**config.mk**
```make
export PLATFORM = sky130hd
export DESIGN_NAME = hazard_forward_pipe
export DESIGN_NICKNAME = d
export VERILOG_FILES = /design/src/rtl/hazard_forward_pipe_pkg.sv /design/src/rtl/hazard_forward_pipe_src_lookup.sv /design/src/rtl/hazard_forward_pipe.sv
export SDC_FILE = /design/constraint.sdc
export NUM_CORES = 1
export LEC_CHECK = 0
export CORE_ASPECT_RATIO = 1.4
export CORE_UTILIZATION = 52
export DETAILED_ROUTE_END_ITERATION = 7
export GPL_TIMING_DRIVEN = 0
export PLACE_DENSITY = 0.86
export SYNTH_ARGS = -nofsm -noshare
export SYNTH_HDL_FRONTEND = slang
export SYNTH_SLANG_ARGS = --single-unit
```
**constraint.sdc**
```tcl
create_clock -name clk -period 4.2 [get_ports clk]
set_clock_uncertainty 0.1 [all_clocks]
set_input_delay 1.05 -clock clk [delete_from_list [all_inputs] [get_ports clk]]
set_output_delay 1.05 -clock clk [all_outputs]
set_load 0.005 [all_outputs]
```
**src/rtl/hazard_forward_pipe_pkg.sv**
```systemverilog
// hazard_forward_pipe_pkg: result kinds and forward-select width shared by the hazard unit
package hazard_forward_pipe_pkg;
   localparam logic [1:0] KIND_ALU  = 2'd0;
   localparam logic [1:0] KIND_LOAD = 2'd1;
   localparam logic [1:0] KIND_PC4  = 2'd2;
   localparam logic [1:0] KIND_IMM  = 2'd3;
   function automatic int sel_w(input int n);
      return $clog2(n) + 1;
   endfunction
endpackage

```
**src/rtl/hazard_forward_pipe_src_lookup.sv**
```systemverilog
// hazard_src_lookup: youngest-producer search for one ID source operand
module hazard_src_lookup
   import hazard_forward_pipe_pkg::*;
#(
   parameter int NUM_STAGES = 3,
   parameter int LOAD_READY = 2,
   parameter int REG_AW     = 5,
   localparam int SW        = sel_w(NUM_STAGES),
   localparam int EW        = REG_AW + 3
) (
   input  logic [NUM_STAGES*EW-1:0] ent,
   input  logic [REG_AW-1:0]        rs,
   input  logic                     use_rs,
   output logic [SW-1:0]            sel,
   output logic [1:0]               kind,
   output logic                     hazard
);
   logic          hit, live;
   logic [EW-1:0] e;
   int            idx;
   always_comb begin
      hit = 1'b0;
      idx = 0;
      for (int k = NUM_STAGES - 1; k >= 0; k--)
         if (ent[k*EW+EW-1] && ent[k*EW+2 +: REG_AW] == rs) begin
            hit = 1'b1;
            idx = k;
         end
      e      = ent[idx*EW +: EW];
      live   = use_rs && rs != '0 && hit;
      // a too-young load blocks the operand; older matches are never consulted
      hazard = live && e[1:0] == KIND_LOAD && idx + 1 < LOAD_READY;
      sel    = (live && !hazard && idx + 1 <= NUM_STAGES - 1) ? SW'(idx + 1) : '0;
      kind   = sel != '0 ? e[1:0] : 2'd0;
   end
endmodule

```
**src/rtl/hazard_forward_pipe.sv**
```systemverilog
// hazard_forward_pipe: in-flight writer scoreboard, load-use stall and registered EX forward selects
module hazard_forward_pipe
   import hazard_forward_pipe_pkg::*;
#(
   parameter int NUM_STAGES = 3,
   parameter int LOAD_READY = 2,
   parameter int REG_AW     = 5,
   parameter int CNT_W      = 32,
   localparam int SW        = sel_w(NUM_STAGES)
) (
   input  logic              clk,
   input  logic              rstn,
   input  logic              id_valid,
   input  logic [REG_AW-1:0] id_rs1,
   input  logic [REG_AW-1:0] id_rs2,
   input  logic              id_use_rs1,
   input  logic              id_use_rs2,
   input  logic [REG_AW-1:0] id_rd,
   input  logic              id_reg_write,
   input  logic [1:0]        id_kind,
   input  logic              pipe_hold,
   input  logic              flush,
   output logic              stall,
   output logic [SW-1:0]     ex_fwd_a_sel,
   output logic [1:0]        ex_fwd_a_kind,
   output logic [SW-1:0]     ex_fwd_b_sel,
   output logic [1:0]        ex_fwd_b_kind,
   output logic [CNT_W-1:0]  stall_cnt
);
   localparam int EW = REG_AW + 3;
   logic [NUM_STAGES*EW-1:0] ent;
   logic [SW-1:0]            sel_a, sel_b;
   logic [1:0]               kind_a, kind_b;
   logic                     haz_a, haz_b, issue;
   hazard_src_lookup #(.NUM_STAGES(NUM_STAGES), .LOAD_READY(LOAD_READY), .REG_AW(REG_AW)) u_a (
      .ent(ent), .rs(id_rs1), .use_rs(id_use_rs1), .sel(sel_a), .kind(kind_a), .hazard(haz_a)
   );
   hazard_src_lookup #(.NUM_STAGES(NUM_STAGES), .LOAD_READY(LOAD_READY), .REG_AW(REG_AW)) u_b (
      .ent(ent), .rs(id_rs2), .use_rs(id_use_rs2), .sel(sel_b), .kind(kind_b), .hazard(haz_b)
   );
   assign stall = id_valid & (haz_a | haz_b);
   assign issue = id_valid & ~stall & ~pipe_hold & ~flush;
   always_ff @(posedge clk)
      if (!rstn) begin
         ent           <= '0;
         ex_fwd_a_sel  <= '0;
         ex_fwd_a_kind <= '0;
         ex_fwd_b_sel  <= '0;
         ex_fwd_b_kind <= '0;
         stall_cnt     <= '0;
      end else if (!pipe_hold) begin
         ent           <= {ent[(NUM_STAGES-1)*EW-1:0],
                           issue ? {id_reg_write & (id_rd != '0), id_rd, id_kind} : EW'(0)};
         ex_fwd_a_sel  <= issue ? sel_a : '0;
         ex_fwd_a_kind <= issue ? kind_a : 2'd0;
         ex_fwd_b_sel  <= issue ? sel_b : '0;
         ex_fwd_b_kind <= issue ? kind_b : 2'd0;
         if (stall && !(&stall_cnt)) stall_cnt <= stall_cnt + CNT_W'(1);
      end
endmodule

```
# After elaboration in Yosys (flattened, before gate mapping)
# Index checks and enable logic that the tools add are counted.
[word_totals]
register_bits = 66
latchBits = 0
mem_bits_rw = 0
romBits = 0
input_bits = 25
wordCells = 82
memories = 0
[classes]
addsub = 3
n_mul = 0
n_div = 0
n_lt_le_gt_ge = 4
eq_ne = 8
shift = 2
mux = 21
bitwise_logic = 9
n_reduce_logical = 29
[op_table]
columns = ["operator", "n"]
rows = [
  ["less-or-equal comparator 32 x 3 -> 1 bit (second input constant)", 2],
  ["less-than comparator 32 x 3 -> 1 bit (second input constant)", 2],
  ["indexed part select 24 x 6 -> 2 bit", 2],
  ["adder 32 x 1 -> 32 bit (second input constant)", 1],
  ["AND reduction 32 bit", 1],
  ["== test 5 bit", 6],
  ["two-way mux 2 bit", 10],
  ["logical AND 1 bit", 19],
  ["nonzero test 5 bit", 3],
  ["two-way mux 3 bit", 4],
  ["two-way mux 8 bit", 1],
  ["adder 2 x 1 -> 3 bit (second input constant)", 2],
  ["two-way mux 1 bit", 6],
  ["nonzero test 3 bit", 2],
  ["bitwise AND 1 bit", 5],
  ["== test 2 x 1 -> 1 bit (second input constant)", 2],
  ["zero test 1 bit", 3],
  ["NOT 1 bit", 3],
  ["AND reduction 2 bit", 1],
  ["bitwise OR 1 bit", 1],
]

# Depth between registers and ports, before layout
[logic_depth]
word_depth = 16
ltp_mapped = 14
ltp_nobuf = 12

# Cells and area by module
# From an unflattened synthesis, not the netlist that was laid out.
[unflattened]
hier_cells = 447
hier_area_um2 = 3818.7
[modules_own_cells]
columns = ["module", "n_inst", "cells_each", "area_each_um2", "seq_area_each_um2"]
rows = [
  ["hazard_forward_pipe", 1, 323, 2852.7, 1321.3],
  ["hazard_src_lookup (u_b)", 1, 63, 488.0, 0.0],
  ["hazard_src_lookup (u_a)", 1, 61, 478.0, 0.0],
]

# Worst setup path after synthesis
# Ideal clock, no wire load.
[synth_timing]
kind = "input to output"
startpoint = "input id_rs2[0]"
endpoint = "output stall"
arrival_ns = 2.749
required_ns = 3.050
setup_slack_ns = 0.301
cell_stages = 10
cell_sequence = "xor2_1 > nor4_1 > and3_1 > nor2b_1 > and2_1 > inv_1 > ha_1 > o211ai_1 > a2111o_1 > a21boi_0"
[synth_between]
elab_chain_len = 11
word_cells_on_any_way = 23
[synth_lines]
columns = ["item", "line_no", "rtl"]
rows = [
  ["start: declaration", "hazard_forward_pipe.sv:15", "input logic [REG_AW-1:0] id_rs2,"],
  ["parallel branches: the longest is 8 deep, another holds less-than comparator 32 x 3 -> 1 bit", "-", ""],
  ["logical AND 1 bit (*)", "hazard_forward_pipe_src_lookup.sv:32", "hazard = live && e[1:0] == KIND_LOAD && idx + 1 < LOAD_READY;"],
  ["bitwise OR 1 bit (*)", "hazard_forward_pipe.sv:41", "assign stall = id_valid & (haz_a | haz_b);"],
  ["bitwise AND 1 bit (*)", "hazard_forward_pipe.sv:41", ""],
  ["end: declaration", "hazard_forward_pipe.sv:23", "output logic stall,"],
]
# Mark *: on every way between the ends.

# Worst setup path in the final report
[layout_timing]
startpoint = "input id_rs1[3]"
endpoint = "output stall"
[layout_between]
elab_chain_len = 11
word_cells_on_any_way = 23
[layout_lines]
columns = ["item", "line_no", "rtl"]
rows = [
  ["start: declaration", "hazard_forward_pipe.sv:14", "input logic [REG_AW-1:0] id_rs1,"],
  ["parallel branches: the longest is 8 deep, another holds less-than comparator 32 x 3 -> 1 bit", "-", ""],
  ["logical AND 1 bit (*)", "hazard_forward_pipe_src_lookup.sv:32", ""],
  ["bitwise OR 1 bit (*)", "hazard_forward_pipe.sv:41", ""],
  ["bitwise AND 1 bit (*)", "hazard_forward_pipe.sv:41", ""],
]
# Marks and branches as above.

==> summary.md <==
| Metric | Value |
|---|---|
| Status | finished with violations |
| Violated checks | DRC, setup timing |
| Antenna Nets Post-Route | 0 |
| Reg clk slew, reported paths | 80 ps |
| Leak | 0.00172 uW |
| I/O pin count | 68 |
| Tot GR Track Use | 30.0% |
| Layout cells sized above 1 | 15.6% |
| P_sw | 313 uW |
| Initial DRC Count | 286 |
| Synth Instances | 407 |
| Synth warn | 0 |
| Root Driver | clkbuf_8 |
| Final hold vios | 0 |
| Tightest Hold Check Type | flip-flop to flip-flop |
| M3 GR Usage | 6.60% |
| Post-CTS Hold Fix Bufs | 0 |
| H-Tree Depth | 3 |
| Largest net degree at the start of global routing | 12 |
| Minimum clock period | 4520 ps |
| Routed len/inst | 19.2 um |
| Crit. End Element | primary output |
| Pwr/cell area | 276 nW/um^2 |
| Setup WS pre-CTS | -1200 ps |
| Routed vias | 3,615 |
| Sw Ratio | 24.2% |
| GR Util met2 | 53.5% |
| Nets | 539 |
| CTS buffer count | 9 |
| Die Width | 70.6 um |
| Core area | 6300 sq um |
| Slew Limit Headroom | 46.9% |
| Final wirelength | 11,200 um |
| Most frequent cells in the layout | dfxtp_1 (66), clkdlybuf4s50_1 (55), nand2_1 (37), nor2_1 (32) |
| ANT cells | 0 |
| Die ar. | 6920 sq um |
| Setup total negative slack | -1810 ps |
| Layout area overhead | 36.8% |
| VDD IR max | 0.225 mV |
| Detailed Routing Iterations Pass 1 | 7 |
| Initial Util | 54.4% |
| RSZ-0062 raised after global routing | yes |
| Crit start category | input port |
| Final HPWL DP | 6840 um |
| Worst Tran Pin Value | 797 ps |
| Routability Congestion | 0.881 |
| Synth cell types | 45 |
| Register area share after synthesis | 38.6% |
| Synth area leader | dfxtp_1 |
| Number of synthesized register bits | 66 |
| Clock share of power | 43.1% |
| Internal Power | 980 uW |
| # setup viols final | 23 |
| Worst skew pair latency | 350 ps |
| Part of the power in combinational logic | 7.9% |
| Seq pwr share | 49.0% |
| Clock tree from TritonCTS | yes |
| Ys flop type | dfxtp_1 |
| Grt peak-use layer | met2 |
| Post-synth EDFFs | 0 |
| Row count | 34 |
| Via-per-instance ratio | 6.19 |
| CP required | 3050 ps |
| Tcrit/Tclk final | 108% |
| First-pass GRT wire length | 16,300 um |
| CP Max Fanout | 6 |
| Slew Limit Fails | 0 |
| DR DRC count | 4 |
| GRT overflow | 0 |
| Mapped Area | 3420 sq um |
| Setup CP Type | input port to primary output |
| Commonest non-fill, non-tap cell in the layout | dfxtp_1 |
| Die Y | 98.0 um |
| Vias in the first global route | 3,469 |
| Clk sinks | 66 |
| Initial antenna violation count | 0 |
| Clock tree buffer depth | 2 |
| Top post-synthesis cells by area | dfxtp_1 (39%), mux2i_1 (7.3%), xor2_1 (4.9%) |
| Port-buffer cells | 66 |
| F_max | 0.221 GHz |
| Avg Cell Area, Syn | 8.41 sq um |
| Met1 usage | 32.3% |
| Post-Syn Nets | 439 |
| Final setup margin | -321 ps |
| Asr flop ratio synth | 0% |
| CP arrival | 3370 ps |
| Synth top area share | 38.6% |
| WHS | 361 ps |
| Max-cap viol count | 0 |
timing repair:
action | CTS | global route
setup endpoints to repair | 34 | 28
pin swaps | 16 | 15
resized for setup | 49 | 36
setup buffers | 17 | 6
final timing paths:
kind / startpoint / end / slack (ps) / cells after the start
worst max-delay path: id_rs1[3] / stall / -320 / 10
worst min-delay path: ex_fwd_b_sel[0]$_SDFFE_PN0N_ / ex_fwd_b_sel[0]$_SDFFE_PN0N_ / 360 / 2
worst max register to register: ent[6]$_SDFFE_PN0N_ / stall_cnt[16]$_SDFFE_PN0P_ / 280 / 14
worst min register to register: ex_fwd_b_sel[0]$_SDFFE_PN0N_ / ex_fwd_b_sel[0]$_SDFFE_PN0N_ / 360 / 2
routing by layer:
layer / routed length [um] / part of all wire [%] / up-vias
met3: 720 / 6.4 / 55
li1: - / - / 1650
met2: 5630 / 50 / 190
met5: 0 / 0 / -
met1: 4240 / 38 / 1720
met4: 629 / 5.6 / 0
synthesized netlist by cell type (6+ instances only):
master    instances
or4_1            11
a21oi_1          25
nand2b_1          8
clkbuf_1         12
inv_1            15
nand2_1          38
a22oi_1           8
dfxtp_1          66
mux2i_1          25
and3_1            7
ha_1              7
o21ai_0          26
xor2_1           19
or3_1            12
nor4_1            6
xnor2_1          12
nor2_1           32
and2_1            7
o31ai_1          10
nand3_1          21
cell families (layout without fill, tap and decap cells):
group | after synthesis | after routing | share of synthesized area (%)
fa+ha+maj | 7 | 7 | 2.56
xor+xnor | 31 | 31 | 7.93
buf+inv | 34 | 139 | 3.84
mux | 25 | 25 | 7.31
simple gates | 161 | 161 | 24.9
compound gates | 83 | 83 | 14.9
flops | 66 | 66 | 38.6
layout make-up:
type                    count  area, sq um
clock inverters             4         50.0
clock buffers              12          155
plain buffers              18         71.3
fillers                   443         1610
inverters                  16         60.1
well taps                  72         90.1
flip-flops and latches     66         1320
repair buffers             89          823
multi-input cells         307         2110
power groups by stage:
stage	Sequential, uW	Combinational [uW]	Clock (uW)
2_1_floorplan	646	44.6	0
3_3_place_gp	647	84.2	0
3_5_place_dp	647	86.2	0
4_1_cts	633	89.2	561
5_1_grt	634	108	592
6_report	634	102	557
worst max-delay path: stages:
cell      delay, ps
clkbuf_2        140
xor2_1          230
nor4b_4         390
nand3_2         170
nand2_2         120
inv_2            70
a222oi_1        570
nand4_1         270
a21boi_2        210
buf_2           140
sequential cells by signal (all words and copies together) (netlist names):
name,cells
ex_fwd_b_sel,3
ex_fwd_b_kind,2
ex_fwd_a_sel,3
ex_fwd_a_kind,2
stall_cnt,32
ent,24
per-stage QoR:
stage	total power (uW)	std cells	util (%)	area (sq um)
after floorplan	691	407	-	3420
after global placement	731	545	66.3	4180
after detailed placement	733	545	66.3	4180
after CTS	1280	578	72.1	4540
after global routing	1330	584	74.4	4690
final	1290	584	74.4	4690
Power figures use the tool's default switching activity.
